### config.mk
export PLATFORM = sky130hd
export DESIGN_NAME = fifo_wptr_full_flat
export DESIGN_NICKNAME = d
export VERILOG_FILES = /design/src/rtl/fifo_pkg.sv /design/src/rtl/fifo_wptr_full_if.sv /design/src/rtl/fifo_gray_cnt.sv /design/src/rtl/fifo_wptr_full.sv /design/src/flat_wrapper.sv
export SDC_FILE = /design/constraint.sdc
export NUM_CORES = 1
export LEC_CHECK = 0
export BUFFER_PORTS_ARGS = -buffer_cell sky130_fd_sc_hd__buf_2
export CORE_UTILIZATION = 28
export CTS_BUF_LIST = sky130_fd_sc_hd__clkbuf_8
export DETAILED_ROUTE_END_ITERATION = 7
export SLEW_MARGIN = 0
export SYNTH_ARGS = -nofsm -noshare
export SYNTH_HDL_FRONTEND = slang
export SYNTH_SLANG_ARGS = --single-unit
### constraint.sdc
create_clock -name clk -period 2.4 [get_ports clk]
set_input_delay 0.12 -clock clk [delete_from_list [all_inputs] [get_ports clk]]
set_output_delay 0.12 -clock clk [all_outputs]
set_load 0.1 [all_outputs]
### src/rtl/fifo_pkg.sv
`default_nettype none
// +--------------------------------------------------------------------+
// | fifo_pkg : shared pointer types and Gray/binary helpers for the    |
// | async FIFO pointer blocks.                     Rev 1.0             |
// +--------------------------------------------------------------------+
package fifo_pkg;

   localparam int DEF_ADDR_SIZE = 3;
   localparam int DEF_PTR_W     = DEF_ADDR_SIZE + 1;
   localparam int MAX_PTR_W     = 32;

   typedef logic [DEF_PTR_W-1:0] ptr_t;
   typedef logic [MAX_PTR_W-1:0] wide_ptr_t;

   // One extra pointer bit distinguishes full from empty.
   function automatic int ptr_width(input int addr_size);
      return addr_size + 1;
   endfunction

   function automatic wide_ptr_t bin2gray(input wide_ptr_t b);
      return (b >> 1) ^ b;
   endfunction

   function automatic wide_ptr_t gray2bin(input wide_ptr_t g);
      wide_ptr_t b;
      b[MAX_PTR_W-1] = g[MAX_PTR_W-1];
      for (int i = MAX_PTR_W-2; i >= 0; i--) begin
         b[i] = b[i+1] ^ g[i];
      end
      return b;
   endfunction

endpackage
`default_nettype wire

### src/rtl/fifo_wptr_full_if.sv
`default_nettype none
// +--------------------------------------------------------------------+
// | fifo_wptr_full_if : write-side FIFO pointer/flag bundle.           |
// |                                               Rev 1.0             |
// +--------------------------------------------------------------------+
interface fifo_wptr_full_if
   import fifo_pkg::*;
#(
   parameter int ADDR_SIZE = 3
);
   localparam int PTR_W = ptr_width(ADDR_SIZE);

   logic                 winc;
   logic [PTR_W-1:0]     wq2_rptr;
   logic                 wovf_clr;
   logic                 wen;
   logic [ADDR_SIZE-1:0] waddr;
   logic [PTR_W-1:0]     wptr;
   logic                 wfull;
   logic                 walmost_full;
   logic [PTR_W-1:0]     wlevel;
   logic                 woverflow;

   modport master (
      output winc, wq2_rptr, wovf_clr,
      input  wen, waddr, wptr, wfull, walmost_full, wlevel, woverflow
   );

   modport slave (
      input  winc, wq2_rptr, wovf_clr,
      output wen, waddr, wptr, wfull, walmost_full, wlevel, woverflow
   );

endinterface
`default_nettype wire

### src/rtl/fifo_gray_cnt.sv
`default_nettype none
// +--------------------------------------------------------------------+
// | fifo_gray_cnt : registered binary + Gray pointer with increment    |
// | enable, shared by the FIFO read and write sides.  Rev 1.0          |
// +--------------------------------------------------------------------+
module fifo_gray_cnt
   import fifo_pkg::*;
#(
   parameter  int ADDR_SIZE = 3,
   localparam int PTR_W     = ptr_width(ADDR_SIZE)
) (
   input  wire logic                 clk,
   input  wire logic                 rst_n,
   input  wire logic                 inc,
   output logic      [ADDR_SIZE-1:0] addr,
   output logic      [PTR_W-1:0]     bin_next,
   output logic      [PTR_W-1:0]     gray_next,
   output logic      [PTR_W-1:0]     gray
);

   logic [PTR_W-1:0] bin;

   assign bin_next  = bin + {{(PTR_W-1){1'b0}}, inc};
   assign gray_next = PTR_W'(bin2gray(MAX_PTR_W'(bin_next)));
   assign addr      = bin[ADDR_SIZE-1:0];

   // Gray is registered straight from the next-state value so it crosses clean.
   always_ff @(posedge clk or negedge rst_n) begin
      if (!rst_n) begin
         bin  <= '0;
         gray <= '0;
      end else begin
         bin  <= bin_next;
         gray <= gray_next;
      end
   end

endmodule
`default_nettype wire

### src/rtl/fifo_wptr_full.sv
`default_nettype none
// +--------------------------------------------------------------------+
// | fifo_wptr_full : async FIFO write pointer, full/almost-full/level  |
// | flags. Optional sticky overflow flag: FIFO_WOVERFLOW_EN.  Rev 1.0  |
// +--------------------------------------------------------------------+
module fifo_wptr_full
   import fifo_pkg::*;
#(
   parameter int ADDR_SIZE = 3,
   parameter int AFULL_TH  = 6
) (
   input  wire logic          clk,
   input  wire logic          rst_n,
   fifo_wptr_full_if.slave    bus
);

   localparam int               PTR_W     = ptr_width(ADDR_SIZE);
   localparam logic [PTR_W-1:0] AFULL_LVL = PTR_W'(AFULL_TH);

   logic             inc;
   logic [PTR_W-1:0] wbin_next;
   logic [PTR_W-1:0] wgray_next;
   logic [PTR_W-1:0] rbin;
   logic [PTR_W-1:0] full_gray;
   logic [PTR_W-1:0] level_next;
   logic             full_q;
   logic             afull_q;
   logic [PTR_W-1:0] level_q;

   assign inc     = bus.winc & ~full_q;
   assign bus.wen = inc;

   fifo_gray_cnt #(
      .ADDR_SIZE (ADDR_SIZE)
   ) u_wcnt (
      .clk       (clk),
      .rst_n     (rst_n),
      .inc       (inc),
      .addr      (bus.waddr),
      .bin_next  (wbin_next),
      .gray_next (wgray_next),
      .gray      (bus.wptr)
   );

   // Full when the write pointer is one lap ahead: top two Gray bits inverted.
   assign full_gray  = {~bus.wq2_rptr[PTR_W-1:PTR_W-2], bus.wq2_rptr[PTR_W-3:0]};
   assign rbin       = PTR_W'(gray2bin(MAX_PTR_W'(bus.wq2_rptr)));
   assign level_next = wbin_next - rbin;

   always_ff @(posedge clk or negedge rst_n) begin
      if (!rst_n) begin
         full_q  <= 1'b0;
         afull_q <= 1'b0;
         level_q <= '0;
      end else begin
         full_q  <= (wgray_next == full_gray);
         afull_q <= (level_next >= AFULL_LVL);
         level_q <= level_next;
      end
   end

   assign bus.wfull        = full_q;
   assign bus.walmost_full = afull_q;
   assign bus.wlevel       = level_q;

`ifdef FIFO_WOVERFLOW_EN
   logic ovf_q;

   // Set has priority so an overflow in the clearing cycle is not lost.
   always_ff @(posedge clk or negedge rst_n) begin
      if (!rst_n) begin
         ovf_q <= 1'b0;
      end else if (bus.winc & full_q) begin
         ovf_q <= 1'b1;
      end else if (bus.wovf_clr) begin
         ovf_q <= 1'b0;
      end
   end

   assign bus.woverflow = ovf_q;
`else
   logic unused_ovf_clr;

   assign unused_ovf_clr = bus.wovf_clr;
   assign bus.woverflow  = 1'b0;
`endif

endmodule
`default_nettype wire

### src/flat_wrapper.sv
// flat-port wrapper written by rule: the top's interface ports become plain ports
module fifo_wptr_full_flat import fifo_pkg::*;
#(
   parameter int ADDR_SIZE = 3,
   parameter int AFULL_TH  = 6
)
  (clk, rst_n, bus_winc, bus_wq2_rptr, bus_wovf_clr, bus_wen, bus_waddr, bus_wptr, bus_wfull, bus_walmost_full, bus_wlevel, bus_woverflow);
  fifo_wptr_full_if #(.ADDR_SIZE(ADDR_SIZE)) bus_i ();
  input  wire logic clk;
  input  wire logic rst_n;
  input wire logic [$bits(bus_i.winc)-1:0] bus_winc;
  input wire logic [$bits(bus_i.wq2_rptr)-1:0] bus_wq2_rptr;
  input wire logic [$bits(bus_i.wovf_clr)-1:0] bus_wovf_clr;
  output wire logic [$bits(bus_i.wen)-1:0] bus_wen;
  output wire logic [$bits(bus_i.waddr)-1:0] bus_waddr;
  output wire logic [$bits(bus_i.wptr)-1:0] bus_wptr;
  output wire logic [$bits(bus_i.wfull)-1:0] bus_wfull;
  output wire logic [$bits(bus_i.walmost_full)-1:0] bus_walmost_full;
  output wire logic [$bits(bus_i.wlevel)-1:0] bus_wlevel;
  output wire logic [$bits(bus_i.woverflow)-1:0] bus_woverflow;
  assign bus_i.winc = bus_winc;
  assign bus_i.wq2_rptr = bus_wq2_rptr;
  assign bus_i.wovf_clr = bus_wovf_clr;
  assign bus_wen = bus_i.wen;
  assign bus_waddr = bus_i.waddr;
  assign bus_wptr = bus_i.wptr;
  assign bus_wfull = bus_i.wfull;
  assign bus_walmost_full = bus_i.walmost_full;
  assign bus_wlevel = bus_i.wlevel;
  assign bus_woverflow = bus_i.woverflow;
  fifo_wptr_full #(.ADDR_SIZE(ADDR_SIZE), .AFULL_TH(AFULL_TH)) u_core (.clk(clk), .rst_n(rst_n), .bus(bus_i));
endmodule
==> results of run 1 <==
[worst min-delay path, stage by stage]
cell and delay [ps]:
buf_2 120, nand3_1 70, a22oi_1 60
[cells by family after synthesis]
kind of cell,Yosys count,synth area share
compound gates,4,0.0383
xor+xnor,13,0.220
fa+ha+maj,6,0.126
buf+inv,7,0.0460
flops,13,0.498
other cells,1,0.00574
simple gates,7,0.0651
[cell usage after synthesis (all sizes together)]
library cell,count,share of area
nand2,1,0.0057
nand3,3,0.031
fa,1,0.031
inv,6,0.034
dfrtp,13,0.50
xnor2,5,0.067
xor3,1,0.036
a21oi,1,0.0077
o21ai,1,0.0077
or3,2,0.019
ha,5,0.096
a21o,1,0.011
xor2,7,0.12
a22oi,1,0.011
conb,1,0.0057
buf,1,0.011
nor2b,1,0.0096
[state kept, by name, indices dropped and copies added (netlist names)]
| register | flops |
|---|---|
| u_core.bus.walmost_full | 1 |
| u_core.u_wcnt.gray | 3 |
| u_core.bus.wlevel | 4 |
| u_core.u_wcnt.bin | 4 |
| u_core.bus.wfull | 1 |
[placed cells by master (no fill, tap or decap), drive strengths merged]
cell         count
buf             21
dfrtp           13
dlygate4sd3      1
conb             1
a21oi            1
fa               1
or3              2
nand2            1
xnor2            5
clkinv           1
nor2b            1
xor2             7
a22oi            1
o21ai            1
clkbuf           3
ha               5
a21o             1
inv              6
nand3            3
xor3             1
[area by class of cell]
type                    instances  area, µm²
fillers                       219       1310
clock inverters                 1       5.00
multi-input cells              31        354
flip-flops and latches         13        329
repair buffers                 22        118
well taps                      28       35.0
clock buffers                   3       41.3
inverters                       6       22.5
[path summary, 6_finish.rpt]
check,slack (ps),start,end
min in group asynchronous,290,rst_n,u_core.bus.wlevel[2]
worst min register to register,590,u_core.u_wcnt.bin[0],u_core.u_wcnt.bin[0]
max in group asynchronous,1870,rst_n,u_core.bus.wfull
worst max-delay path,330,u_core.bus.wfull,u_core.bus.walmost_full
worst max register to register,330,u_core.bus.wfull,u_core.bus.walmost_full
worst min-delay path,180,bus_wq2_rptr[3],u_core.bus.wfull
[routing by layer]
layer,global-route usage,up-vias
met1,0.144,186
met2,0.140,18
met3,0.0182,4
li1,-,208
met4,0.0694,0
met5,0,-
[repair_timing]
| action | CTS | global route |
|---|---|---|
| hold buffers | 1 | 0 |
| buffers inserted | 0 | 0 |
| hold endpoints to repair | 13 | 0 |
[through the flow]
stage	std cells	hold WS, ps
after floorplan	51	-176
after global placement	99	11.1
after detailed placement	99	14.9
after CTS	104	180
after global routing	104	197
final	104	181
==> flow_metrics.tcl, run 1 <==
set metrics [dict create \
    hold_violations 0 \
    drv_slew 0 \
    path_clk_slew_ps 50 \
    io_pins 23 \
    hold_class "input pin to flip-flop" \
    setup_violations 0 \
    hold_path_depth 3 \
    drtAntennaViolNets 0 \
    syn_nets 65 \
    fin_tns_setup_ps 0 \
    maxUsedRoutingLayer "met4" \
    htree_levels 1 \
    dr_wl_met2_um 465 \
    gp_congestion 0.709 \
    grt_pass1_vias 399 \
    pre_cts_slack_ps 313 \
    synth_cell_types 19 \
    grt_antenna_before_repair 0 \
    drt_first_pass_iters 1 \
    critPathTopFamily "adder cells" \
    finClkSkew_ps 0.695 \
    critPathSlowestCell "dfrtp_4" \
    post_cts_resized 0 \
    cts_buffer_depth 2 \
    avgRoutedWirePerCell_um 10.1 \
    start_util 0.295 \
    die_h_um 50.3 \
    vias 416 \
    area_growth_pct 38.5 \
    clock_latency_ps 240 \
    cp-end-kind "flip-flop" \
    clock_sinks 13 \
    final_core_util 0.409 \
    fin_crit_sh 0.862 \
    rsz0062_at_grt "false" \
    crit_required_ps 2530 \
    drt-initial-drc-count 0 \
    drive_above_1_share 0.434 \
    dr_wl_met3_um 57 \
    row_count 17 \
    finalWorstSetupSlack_ps 331 \
    cts_tree "built" \
    drc 0 \
    postSynthCellCount 51 \
    drt-total-wl_um 1050 \
    run_status "completed" \
    diodes 0 \
    cpPeakStageDelay_ps 480 \
    cts-root-buf "clkbuf_8" \
    path_common_cell "ha_4" \
    arrival_ps 2200 \
    die_area_um2 2530 \
    reg2reg_depth 9 \
    overflow 0 \
    cp-start-kind "flip-flop" \
    grt_max_degree 14 \
    die_w_um 50.3 \
    nNetsFinal 91 \
    drv_cap 0 \
    grt.total_usage 0.102 \
    period_minus_slack_ps 2070 \
    crit_cells 9 \
    core-area_um2 2210 \
    path_buf_inv 0 \
    synth_seq_cells 13 \
    cts_buffers 3 \
    ys_warn_count 0 \
    yosysSeqAreaShare 0.498 \
    crit_type "flip-flop to flip-flop" \
    placed_cell_area_um2 848 \
    grt_pass1_wl_um 1840 \
    worstPathCellList "nor2b_4, ha_4, ha_4, xor2_4, ha_4, a21oi_1, o21ai_1, xor3_1, a21o_1" \
    wl_met1_um 499 \
    io_buffer_count 20 \
    fin_area_um2 905 \
    syn_avg_cell_area_um2 12.8 \
    cp_max_fo 3 \
    fmax_mhz 483 \
    via_per_inst 4.00 \
    synth_area_um2 653 \
]
Power of run 1 is not shown: default switching activity piles up to over one toggle a cycle in this logic, so the estimate is an artifact.
==> run 2: changes to the inputs <==
RECOVER_POWER = 50   (was unset)
==> flow_metrics.tcl, run 2 (synthesized netlist as in run 1, its figures left out) <==
set metrics [dict create \
    path_clk_slew_ps 50 \
    setup_violations 0 \
    slew_headroom 0.224 \
    path_buf_inv 0 \
    rsz0062_at_grt "false" \
    vias 416 \
    htree_levels 1 \
    crit_required_ps 2530 \
    nNetsFinal 91 \
    core-area_um2 2210 \
    drt_first_pass_iters 1 \
    final_common_cell "buf_2" \
    placed_cell_area_um2 848 \
    hold_path_depth 3 \
    worstPathCellList "nor2b_4, ha_4, ha_4, xor2_4, ha_4, a21oi_1, o21ai_1, xor3_1, a21o_1" \
    gp_congestion 0.709 \
    hold_class "input pin to flip-flop" \
    fin_crit_sh 0.862 \
    reg2reg_depth 9 \
    hold_violations 0 \
    cts_buffers 3 \
    timing.hold.worst.start "bus_wq2_rptr[3]" \
    start_util 0.295 \
    drtAntennaViolNets 0 \
    fillers 220 \
    hold_path_end "u_core.bus.wfull" \
    drive_above_1_share 0.342 \
    finalNonFillerCells 104 \
    die_w_um 50.3 \
    drv_cap 0 \
    die_area_um2 2530 \
    arrival_ps 2200 \
    place_inst 99 \
    area_growth_pct 37.2 \
    io_pins 23 \
    cts-root-buf "clkbuf_8" \
    io_buffer_count 20 \
    grt_pass1_vias 399 \
    run_status "completed" \
    cp-end-kind "flip-flop" \
    drt-initial-drc-count 0 \
    die_h_um 50.3 \
    post_cts_resized 0 \
    crit_start "u_core.bus.wfull" \
    finClkSkew_ps 0.838 \
    via_per_inst 4.00 \
    period_minus_slack_ps 2070 \
    clock_sinks 13 \
    fmax_mhz 483 \
    r2r-end "u_core.bus.walmost_full" \
    cp-start-kind "flip-flop" \
    worstMarginPinSlew_ps 1170 \
    drv_slew 0 \
    whs_ps 181 \
    row_count 17 \
    grt_max_degree 14 \
    diodes 0 \
    grt_antenna_before_repair 0 \
    drc 0 \
    reg2reg_slack_ps 330 \
    reg2reg_from "u_core.bus.wfull" \
    layout_common_cells "buf_2, dfrtp_1, clkbuf_1, inv_1" \
    cp_max_fo 3 \
    overflow 0 \
    cts_tree "built" \
    drt-total-wl_um 1060 \
    clock_latency_ps 240 \
    cts_buffer_depth 2 \
    grt.total_usage 0.102 \
    critPathTopFamily "adder cells" \
    fin_area_um2 896 \
    avgRoutedWirePerCell_um 10.2 \
    cpPeakStageDelay_ps 480 \
    critPathSlowestCell "dfrtp_4" \
    crit_type "flip-flop to flip-flop" \
    grt_pass1_wl_um 1840 \
    path_common_cell "ha_4" \
]
[run 2: worst max-delay path by stage]
stage,slack (ps),depth (start not counted),end
floorplan,-320,9,u_core.bus.walmost_full
global placement,340,8,u_core.bus.walmost_full
detailed placement,310,8,u_core.bus.walmost_full
CTS,310,9,u_core.bus.walmost_full
global route,200,9,u_core.bus.walmost_full
finish,330,9,u_core.bus.walmost_full
[run 2: layer usage]
metal,up-vias,GRT usage,part of all wire
li1,208,-,-
met1,186,0.144,0.48
met2,18,0.140,0.44
met3,4,0.0182,0.057
met4,0,0.0694,0.026
met5,-,0,0
[run 2: final cells by class]
class,instances,area (µm²),area share
clock buffers,3,41.3,0.0461
clock inverters,1,5.00,0.00559
inverters,6,22.5,0.0251
multi-input cells,31,354,0.395
flip-flops and latches,13,329,0.367
well taps,28,35.0,0.0391
repair buffers,22,109,0.122
[run 2: worst register-to-register path: stages, from the launching register on]
cell and delay, ps:
dfrtp_4 480, nor2b_4 140, ha_4 160, ha_4 150, xor2_4 200, ha_4 240, a21oi_1 120, o21ai_1 90
xor3_1 220, a21o_1 170
[run 2: per-stage QoR]
stage | util | setup TNS [ps] | setup WS (ps)
finish | 0.405 | 0 | 330
global route | 0.405 | 0 | 203
global placement | 0.383 | 0 | 341
floorplan | - | -654 | -321
CTS | 0.409 | 0 | 313
detailed placement | 0.383 | 0 | 313
[run 2: timing repair]
action                                 in CTS  in global routing
endpoints found under the hold margin      13                  0
hold buffers                                1                  0
buffers inserted                            0                  0
Power of run 2 is left out for the same reason.
